**src/rtl/f5_nand_arbiter_if.sv**
```systemverilog
// Request/grant and operand/result bundle for the shared f5 NAND arbiter.
// The requester side takes the master modport and the arbiter takes the slave modport.
interface f5_nand_arbiter_if #(
    parameter int W = 4
);
    logic [3:0]     req;
    logic [4*W-1:0] a_in;
    logic [4*W-1:0] b_in;
    logic [3:0]     gnt;
    logic           busy;
    logic           done;
    logic [1:0]     done_id;
    logic [W-1:0]   s_out;

    modport master (
        output req, a_in, b_in,
        input  gnt, busy, done, done_id, s_out
    );

    modport slave (
        input  req, a_in, b_in,
        output gnt, busy, done, done_id, s_out
    );
endinterface

```
**src/rtl/f5_nand_arbiter.sv**
```systemverilog
// Four-way arbiter that streams W-bit operand pairs LSB first through one shared f5 cell (~a | b).
// Define F5_ARB_FIXED_PRIO_EN for fixed priority (requester 0 highest); round-robin is the default.
//
// state  | meaning
// IDLE   | no operation; arbitrate on req and capture the winner's operands
// RUN    | one result bit per clock through the shared NAND cell
// DONE   | done pulse cycle; grant released and pointer advanced on exit
module f5_nand_arbiter #(
    parameter int W = 4
) (
    input  logic          clk,
    input  logic          reset,
    f5_nand_arbiter_if.slave bus
);
    localparam int IW = (W > 1) ? $clog2(W) : 1;

    typedef enum logic [1:0] {S_IDLE, S_RUN, S_DONE} state_t;

    state_t        state_q, state_d;
    logic [W-1:0]  a_q, a_d, b_q, b_d;
    logic [W-1:0]  res_q, res_d, s_q, s_d;
    logic [IW-1:0] idx_q, idx_d;
    logic [3:0]    gnt_q, gnt_d;
    logic [1:0]    win_q, win_d, id_q, id_d;
    logic          done_q, done_d;
    logic [1:0]    ptr;
    logic [1:0]    sel;
    logic          nand_n, nand_s;

`ifdef F5_ARB_FIXED_PRIO_EN
    assign ptr = 2'd0;
`else
    logic [1:0] ptr_q;

    always_ff @(posedge clk) begin
        if (reset)
            ptr_q <= 2'd0;
        else if (state_q == S_DONE)
            ptr_q <= win_q + 2'd1;
    end

    assign ptr = ptr_q;
`endif

    // Walk offsets high to low so the nearest requester above ptr wins.
    always_comb begin
        sel = 2'd0;
        for (int off = 3; off >= 0; off--) begin
            if (bus.req[2'(ptr + 2'(off))])
                sel = 2'(ptr + 2'(off));
        end
    end

    // Shared f5 cell: two 2-input NANDs on the current LSBs.
    assign nand_n = ~(b_q[0] & b_q[0]);
    assign nand_s = ~(a_q[0] & nand_n);

    always_comb begin
        state_d = state_q;
        a_d     = a_q;
        b_d     = b_q;
        res_d   = res_q;
        s_d     = s_q;
        idx_d   = idx_q;
        gnt_d   = gnt_q;
        win_d   = win_q;
        id_d    = id_q;
        done_d  = 1'b0;
        case (state_q)
            S_IDLE: begin
                gnt_d = 4'b0000;
                if (|bus.req) begin
                    a_d     = bus.a_in[sel*W +: W];
                    b_d     = bus.b_in[sel*W +: W];
                    gnt_d   = 4'b0001 << sel;
                    win_d   = sel;
                    idx_d   = '0;
                    state_d = S_RUN;
                end
            end
            S_RUN: begin
                a_d          = a_q >> 1;
                b_d          = b_q >> 1;
                res_d[idx_q] = nand_s;
                idx_d        = idx_q + 1'b1;
                if (idx_q == IW'(W - 1)) begin
                    s_d     = res_d;
                    id_d    = win_q;
                    done_d  = 1'b1;
                    state_d = S_DONE;
                end
            end
            S_DONE: begin
                gnt_d   = 4'b0000;
                idx_d   = '0;
                state_d = S_IDLE;
            end
            default: state_d = S_IDLE;
        endcase
    end

    always_ff @(posedge clk) begin
        if (reset) begin
            state_q <= S_IDLE;
            a_q     <= '0;
            b_q     <= '0;
            res_q   <= '0;
            s_q     <= '0;
            idx_q   <= '0;
            gnt_q   <= 4'b0000;
            win_q   <= 2'd0;
            id_q    <= 2'd0;
            done_q  <= 1'b0;
        end else begin
            state_q <= state_d;
            a_q     <= a_d;
            b_q     <= b_d;
            res_q   <= res_d;
            s_q     <= s_d;
            idx_q   <= idx_d;
            gnt_q   <= gnt_d;
            win_q   <= win_d;
            id_q    <= id_d;
            done_q  <= done_d;
        end
    end

    assign bus.gnt     = gnt_q;
    assign bus.busy    = (state_q != S_IDLE);
    assign bus.done    = done_q;
    assign bus.done_id = id_q;
    assign bus.s_out   = s_q;
endmodule

```
**src/flat_wrapper.sv**
```systemverilog
// flat-port wrapper written by rule: the top's interface ports become plain ports
module f5_nand_arbiter_flat 
#(
    parameter int W = 4
)
  (clk, reset, bus_req, bus_a_in, bus_b_in, bus_gnt, bus_busy, bus_done, bus_done_id, bus_s_out);
  f5_nand_arbiter_if #(.W(W)) bus_i ();
  input  logic clk;
  input  logic reset;
  input wire logic [$bits(bus_i.req)-1:0] bus_req;
  input wire logic [$bits(bus_i.a_in)-1:0] bus_a_in;
  input wire logic [$bits(bus_i.b_in)-1:0] bus_b_in;
  output wire logic [$bits(bus_i.gnt)-1:0] bus_gnt;
  output wire logic [$bits(bus_i.busy)-1:0] bus_busy;
  output wire logic [$bits(bus_i.done)-1:0] bus_done;
  output wire logic [$bits(bus_i.done_id)-1:0] bus_done_id;
  output wire logic [$bits(bus_i.s_out)-1:0] bus_s_out;
  assign bus_i.req = bus_req;
  assign bus_i.a_in = bus_a_in;
  assign bus_i.b_in = bus_b_in;
  assign bus_gnt = bus_i.gnt;
  assign bus_busy = bus_i.busy;
  assign bus_done = bus_i.done;
  assign bus_done_id = bus_i.done_id;
  assign bus_s_out = bus_i.s_out;
  f5_nand_arbiter #(.W(W)) u_core (.clk(clk), .reset(reset), .bus(bus_i));
endmodule
```
**config.mk**
```make
export PLATFORM = sky130hd
export DESIGN_NAME = f5_nand_arbiter_flat
export DESIGN_NICKNAME = d
export VERILOG_FILES = /design/src/rtl/f5_nand_arbiter_if.sv /design/src/rtl/f5_nand_arbiter.sv /design/src/flat_wrapper.sv
export SDC_FILE = /design/constraint.sdc
export NUM_CORES = 1
export LEC_CHECK = 0
export BUFFER_PORTS_ARGS = -buffer_cell sky130_fd_sc_hd__buf_2
export CORE_MARGIN = 2
export CORE_UTILIZATION = 50
export DETAILED_ROUTE_END_ITERATION = 8
export PLACE_DENSITY = 0.78
export SETUP_SLACK_MARGIN = 0.2
export SLEW_MARGIN = 30
export SYNTH_ARGS = -nofsm -noshare
export SYNTH_HDL_FRONTEND = slang
export SYNTH_SLANG_ARGS = --single-unit
```
**constraint.sdc**
```tcl
create_clock -name clk -period 1.8 [get_ports clk]
set_input_delay 0.09 -clock clk [delete_from_list [all_inputs] [get_ports clk]]
set_output_delay 0.09 -clock clk [all_outputs]
set_load 0.05 [all_outputs]
```
== Word level (Yosys, flattened, before mapping) ==
Index checks and enable logic that the tools add are counted.
Operators by class
  bitwise operators: 4
  order comparisons: 6
  reduce and logical (&&, ||, !) cells: 13
  equal/unequal tests: 5
  add/sub/neg operators: 5
  shift-type cells: 3
  multiplexer cells: 27
Operators by type and width (number)
  16-bit by 5-bit indexed part select with 4-bit output: 2
  4-bit one-hot mux with 2 select lines: 3
  2-bit by 3-bit < comparator with 1-bit output, second input constant: 5
  2-bit 2-to-1 mux: 7
  4-bit 2-to-1 mux: 3
  2-bit AND reduction: 5
  1-bit binary-select mux with 2-bit select: 4
  2-bit by 1-bit adder with 2-bit output, second input constant: 3
  1-bit 2-to-1 mux: 6
  2-bit one-hot mux with 3 select lines: 1
  2-bit nonzero test: 3
  2-bit adder, second input constant: 2
  4-bit bitwise mux: 1
  2-bit equality test, second input constant: 2
  2-bit by 1-bit != test with 1-bit output, second input constant: 2
  2-bit one-hot mux with 2 select lines: 1
  4-bit OR reduction: 1
  1-bit by 2-bit left shift with 4-bit output, first input constant: 1
  1-bit inverter: 3
  3-bit nonzero test: 1
  1-bit demux with 2-bit select: 1
  2-bit by 1-bit equality test with 1-bit output, second input constant: 1
  2-bit by 1-bit greater-or-equal comparator with 1-bit output, second input constant: 1
  2-bit logical NOT: 1
  other kinds (3): 3
Word-level totals
  output and inout bits: 12
  word-level logic and storage cells: 74
  bits in registers: 31
  bits of input ports: 38

== Longest topological paths before layout ==
  depth after elaboration: 10
  depth in mapped cells: 8
  depth with buffers taken out: 6

== Worst setup path after synthesis ==
Ideal clock, no wire load.
  path type: reg2reg
  start point: register u_core.state_q[0]
  end point: register u_core.a_q[3]
  setup slack: 244 ps
  required time: 1743 ps
  arrival: 1499 ps
  path buffers: 1
  period minus slack after synthesis: 1556 ps
  stages on the path, launching flop included: 7
  cell sequence: dfxtp_1 -> clkbuf_1 -> nor2_1 -> inv_1 -> nor2_1 -> nor3_1 -> a21o_1
On the way
  cells in the longest elaborated chain, start to end: 3
Ends and longest elaborated chain
  start: declaration: line f5_nand_arbiter.sv:19  | state_t state_q, state_d;
  start signal: assignment: line f5_nand_arbiter.sv:115  | state_q <= state_d;
  2-bit by 1-bit equality test with 1-bit output or 2-bit logical NOT (tied branches): line f5_nand_arbiter.sv:69  | case (state_q)
  2-bit nonzero test (no line) or 2-bit by 1-bit != test with 1-bit output (tied branches)
  2-bit AND reduction (no line)
  end signal: assignment: line f5_nand_arbiter.sv:105  | a_q <= '0;
  end signal: assignment: line f5_nand_arbiter.sv:116  | a_q <= a_d;
  end: declaration: line f5_nand_arbiter.sv:20  | logic [W-1:0] a_q, a_d, b_q, b_d;
Several ways; a longest one is shown, not always the timed one.
A chain may end at the register's enable or synchronous reset.

== Final worst setup path ==
  start point: register u_core.ptr_q[0], in the netlist u_core.ptr[0]
  end point: register u_core.b_q[1]
On the way
  cells in the longest elaborated chain, start to end: 10
Ends and longest elaborated chain
  start: declaration: line f5_nand_arbiter.sv:33  | logic [1:0] ptr_q;
  start signal: assignment: line f5_nand_arbiter.sv:39  | ptr_q <= win_q + 2'd1;
  2-bit adder: line f5_nand_arbiter.sv:49, f5_nand_arbiter.sv:50
  1-bit binary-select mux with 2-bit select: line f5_nand_arbiter.sv:49  | if (bus.req[2'(ptr + 2'(off))])
  1-bit 2-to-1 mux (implied by the code): line f5_nand_arbiter.sv:49
  2-bit 2-to-1 mux (3 in series): line f5_nand_arbiter.sv:49
  2-bit 2-to-1 mux *: line f5_nand_arbiter.sv:49
  16-bit by 5-bit indexed part select with 4-bit output *: line f5_nand_arbiter.sv:74  | b_d = bus.b_in[sel*W +: W];
  4-bit 2-to-1 mux *: line f5_nand_arbiter.sv:72  | if (|bus.req) begin
  4-bit one-hot mux with 2 select lines *: line f5_nand_arbiter.sv:69
  end signal: assignment: line f5_nand_arbiter.sv:106  | b_q <= '0;
  end signal: assignment: line f5_nand_arbiter.sv:117  | b_q <= b_d;
  end: declaration: line f5_nand_arbiter.sv:20
Every way passes the cells marked *; elsewhere a longest branch is shown, timed or not. The select of a mux whose other input is x is not followed.

==> metrics.yaml <==
placement:
  hpwlAfterDp_um: 2300
  gp_congestion: 0.731
  placed_cell_area_um2: 1820
  dp_cells: 257
  portBuffers: 49
detailed_routing:
  firstDrtPassIters: 4
  drc: 0
  totalWireLength_um: 3450
  wl_per_cell_um: 12.7
  viasPerCell: 5.40
  via_count: 1464
  postRouteAntennaNets: 0
  drtIter0Drc: 55
floorplan:
  die_height_um: 59.5
  die_x_um: 59.5
  die-area_um2: 3540
  fp-row-count: 20
  core_area_um2: 3000
  start_util_pct: 51.3
  io_pins: 50
logic_synthesis:
  ys_seq_area_share_pct: 39.0
  synth_seq_cells: 30
  yosys-top-cells-area: "dfxtp_1, mux2i_1, a21oi_1"
  yosysMostFrequentCell: "dfxtp_1"
  syn_nets: 222
  synth_top_area_share_pct: 39.0
  syn-instance-count: 180
  async_flop_share_pct: 0
  ys.flop_type: "dfxtp_1"
  yosys.area.top_type: "dfxtp_1"
  synth_edf_count: 0
  ys_warn_count: 0
  syn_area_um2: 1540
  yosysUniqueCellTypes: 32
  avgSynthCellArea_um2: 8.56
  netlist_top_cells_count: "dfxtp_1, nor2_1, nand2_1"
finish:
  nFillCells: 247
  finalNonFillerCells: 271
  final_design_area_no_fill_um2: 2070
  drive_above_1_share_pct: 35.7
  final_net_count: 280
  antenna_cells: 0
  syn2layout_area_growth_pct: 34.4
global_route:
  antenna_found_initial: 0
  grt_use_total_pct: 20.2
  grt_pass1_vias: 1256
  overflow: 0
  grt_start_max_net_pins: 26
  grt_pass1_wl_um: 5320
timing:
  tightest_slew_ps: 490
  rsz0062_at_grt: "yes"
  fin_tns_setup_ps: 0
  fin_crit_ps: 1660
  fin_skew_ps: 10.0
  fmax_mhz: 601
  finalSetupViolations: 0
  relSlewSlack_pct: 67.3
  fin_crit_sh_pct: 92.4
  finalHoldViolCount: 0
  final_max_slew_viol_count: 0
worst_setup_path:
  ff2ff_setup_slack_ps: 140
  end_kind: "register"
  timing.rr.start: "u_core.ptr[0]"
  startpoint_type: "register"
  critical_path_class: "reg2reg"
  worstPathArrival_ps: 1930
  cp.required_ps: 2060
  crit_path_max_fanout: 3
  startpoint: "u_core.ptr[0]"
pwr:
  leakage_uw: 0.000905
  peakVddDrop_mv: 0.422
  powerDensity_nw_per_um2: 780
  power_uw: 1620
cts:
  clk_pin_slew_ps: 90
  cts.sinks: 30
  cts_root_buf: "clkbuf_4"
  clock_latency_ps: 330
  cts_tree: "done"
  clk_path_buf_depth: 2
  h-tree-depth: 2
  numCtsBuffers: 5
min_path:
  min_from: "bus_a_in[1]"
  hp-class: "in2reg"
flow_run:
  maxCapViolCount: 0
run_status:
  status: "finished clean"
## sequential cells by signal, summed over array words and instances (netlist names)
signal / cells
u_core.bus.done_id: 2
u_core.bus.done: 1
u_core.a_q: 4
u_core.b_q: 4
u_core.state_q: 2
u_core.res_q: 3
u_core.win_q: 2
u_core.ptr: 2
u_core.idx_q: 2
u_core.bus.s_out: 4
u_core.bus.gnt: 4
## per-stage QoR
step	setup slack [ps]	utilization, %	hold WS [ps]
CTS	164	64.3	53.7
global route	63.5	69.0	54.0
detailed placement	131	60.8	335
finish	136	69.0	62.3
floorplan	244	-	308
global placement	167	60.8	331
## layer usage
| layer | track usage [%] | vias up | wire (um) |
|---|---|---|---|
| met3 | 6.55 | 5 | 190 |
| met5 | 0 | - | 0 |
| met1 | 24.9 | 652 | 1530 |
| met2 | 32.2 | 46 | 1670 |
| met4 | 8.57 | 0 | 58 |
| li1 | - | 761 | - |
## where the power goes
part / switching [uW] / total, uW / internal, uW
clock: 226 / 549 / 323
sequential: 27.2 / 729 / 702
combinational: 176 / 338 / 162
total: 430 / 1620 / 1190
## path summary, 6_finish.rpt
kind | to | cells after the start
setup / recovery | u_core.b_q[1] | 8
setup reg to reg | u_core.b_q[1] | 8
hold / removal | u_core.a_q[1] | 3
hold reg to reg | u_core.bus.done_id[0] | 2
## timing repair
action | in CTS | in global routing
resized for setup | 1 | 17
pin swaps | 0 | 4
endpoints found under the hold margin | 3 | 0
setup endpoints to repair | 5 | 15
cloned | 0 | 2
hold buffers | 1 | 0
setup buffers | 1 | 3
## logic make-up (layout without fill, tap and decap cells)
logic type,after synthesis,in the layout,share of synthesized area [%]
buf+inv,14,72,4.71
fa+ha+maj,4,4,3.25
simple gates,68,68,20.8
mux,15,15,9.82
flops,30,30,39.0
xor+xnor,1,1,0.568
compound gates,48,48,21.9
## cell usage in the layout (no fill, tap or decap), drive strengths merged
| master | synthesis | layout |
|---|---|---|
| nand2b | 8 | 8 |
| a41oi | 1 | 1 |
| o21a | 2 | 2 |
| and2 | 1 | 1 |
| a32oi | 2 | 2 |
| inv | 3 | 3 |
| a211oi | 3 | 3 |
| a221o | 1 | 1 |
| xnor2 | 1 | 1 |
| buf | 6 | 59 |
| o221ai | 5 | 5 |
| mux2i | 14 | 14 |
| nor4 | 1 | 1 |
| ha | 4 | 4 |
| nor3 | 3 | 3 |
| mux2 | 1 | 1 |
| a21o | 7 | 7 |
| nor2 | 22 | 22 |
| a21oi | 18 | 18 |
| bufinv | 0 | 1 |
| a311oi | 4 | 4 |
| nand3 | 7 | 7 |
| clkbuf | 5 | 8 |
| o32a | 1 | 1 |
| nor2b | 6 | 6 |
| a22oi | 1 | 1 |
| o22ai | 2 | 2 |
| dlygate4sd3 | 0 | 1 |
| nand2 | 20 | 20 |
| o21ai | 1 | 1 |
| dfxtp | 30 | 30 |
## cell type report
type	instances	area (um^2)	share of cell area, %
inverters	3	11.3	0.543
well taps	33	41.3	1.99
multi-input cells	136	935	45.1
clock inverters	1	30.0	1.45
clock buffers	6	51.3	2.48
flip-flops and latches	30	607	29.3
repair buffers	62	397	19.1
## critical path, stage by stage, from the launching register on
cell and delay (ps):
dfxtp_2 350, nand2b_4 150, a21oi_4 160, nor3_4 60, buf_6 130, clkbuf_16 140
nand2b_4 130, a221o_1 330, a41oi_2 150
(Power assumes the default switching activity.)
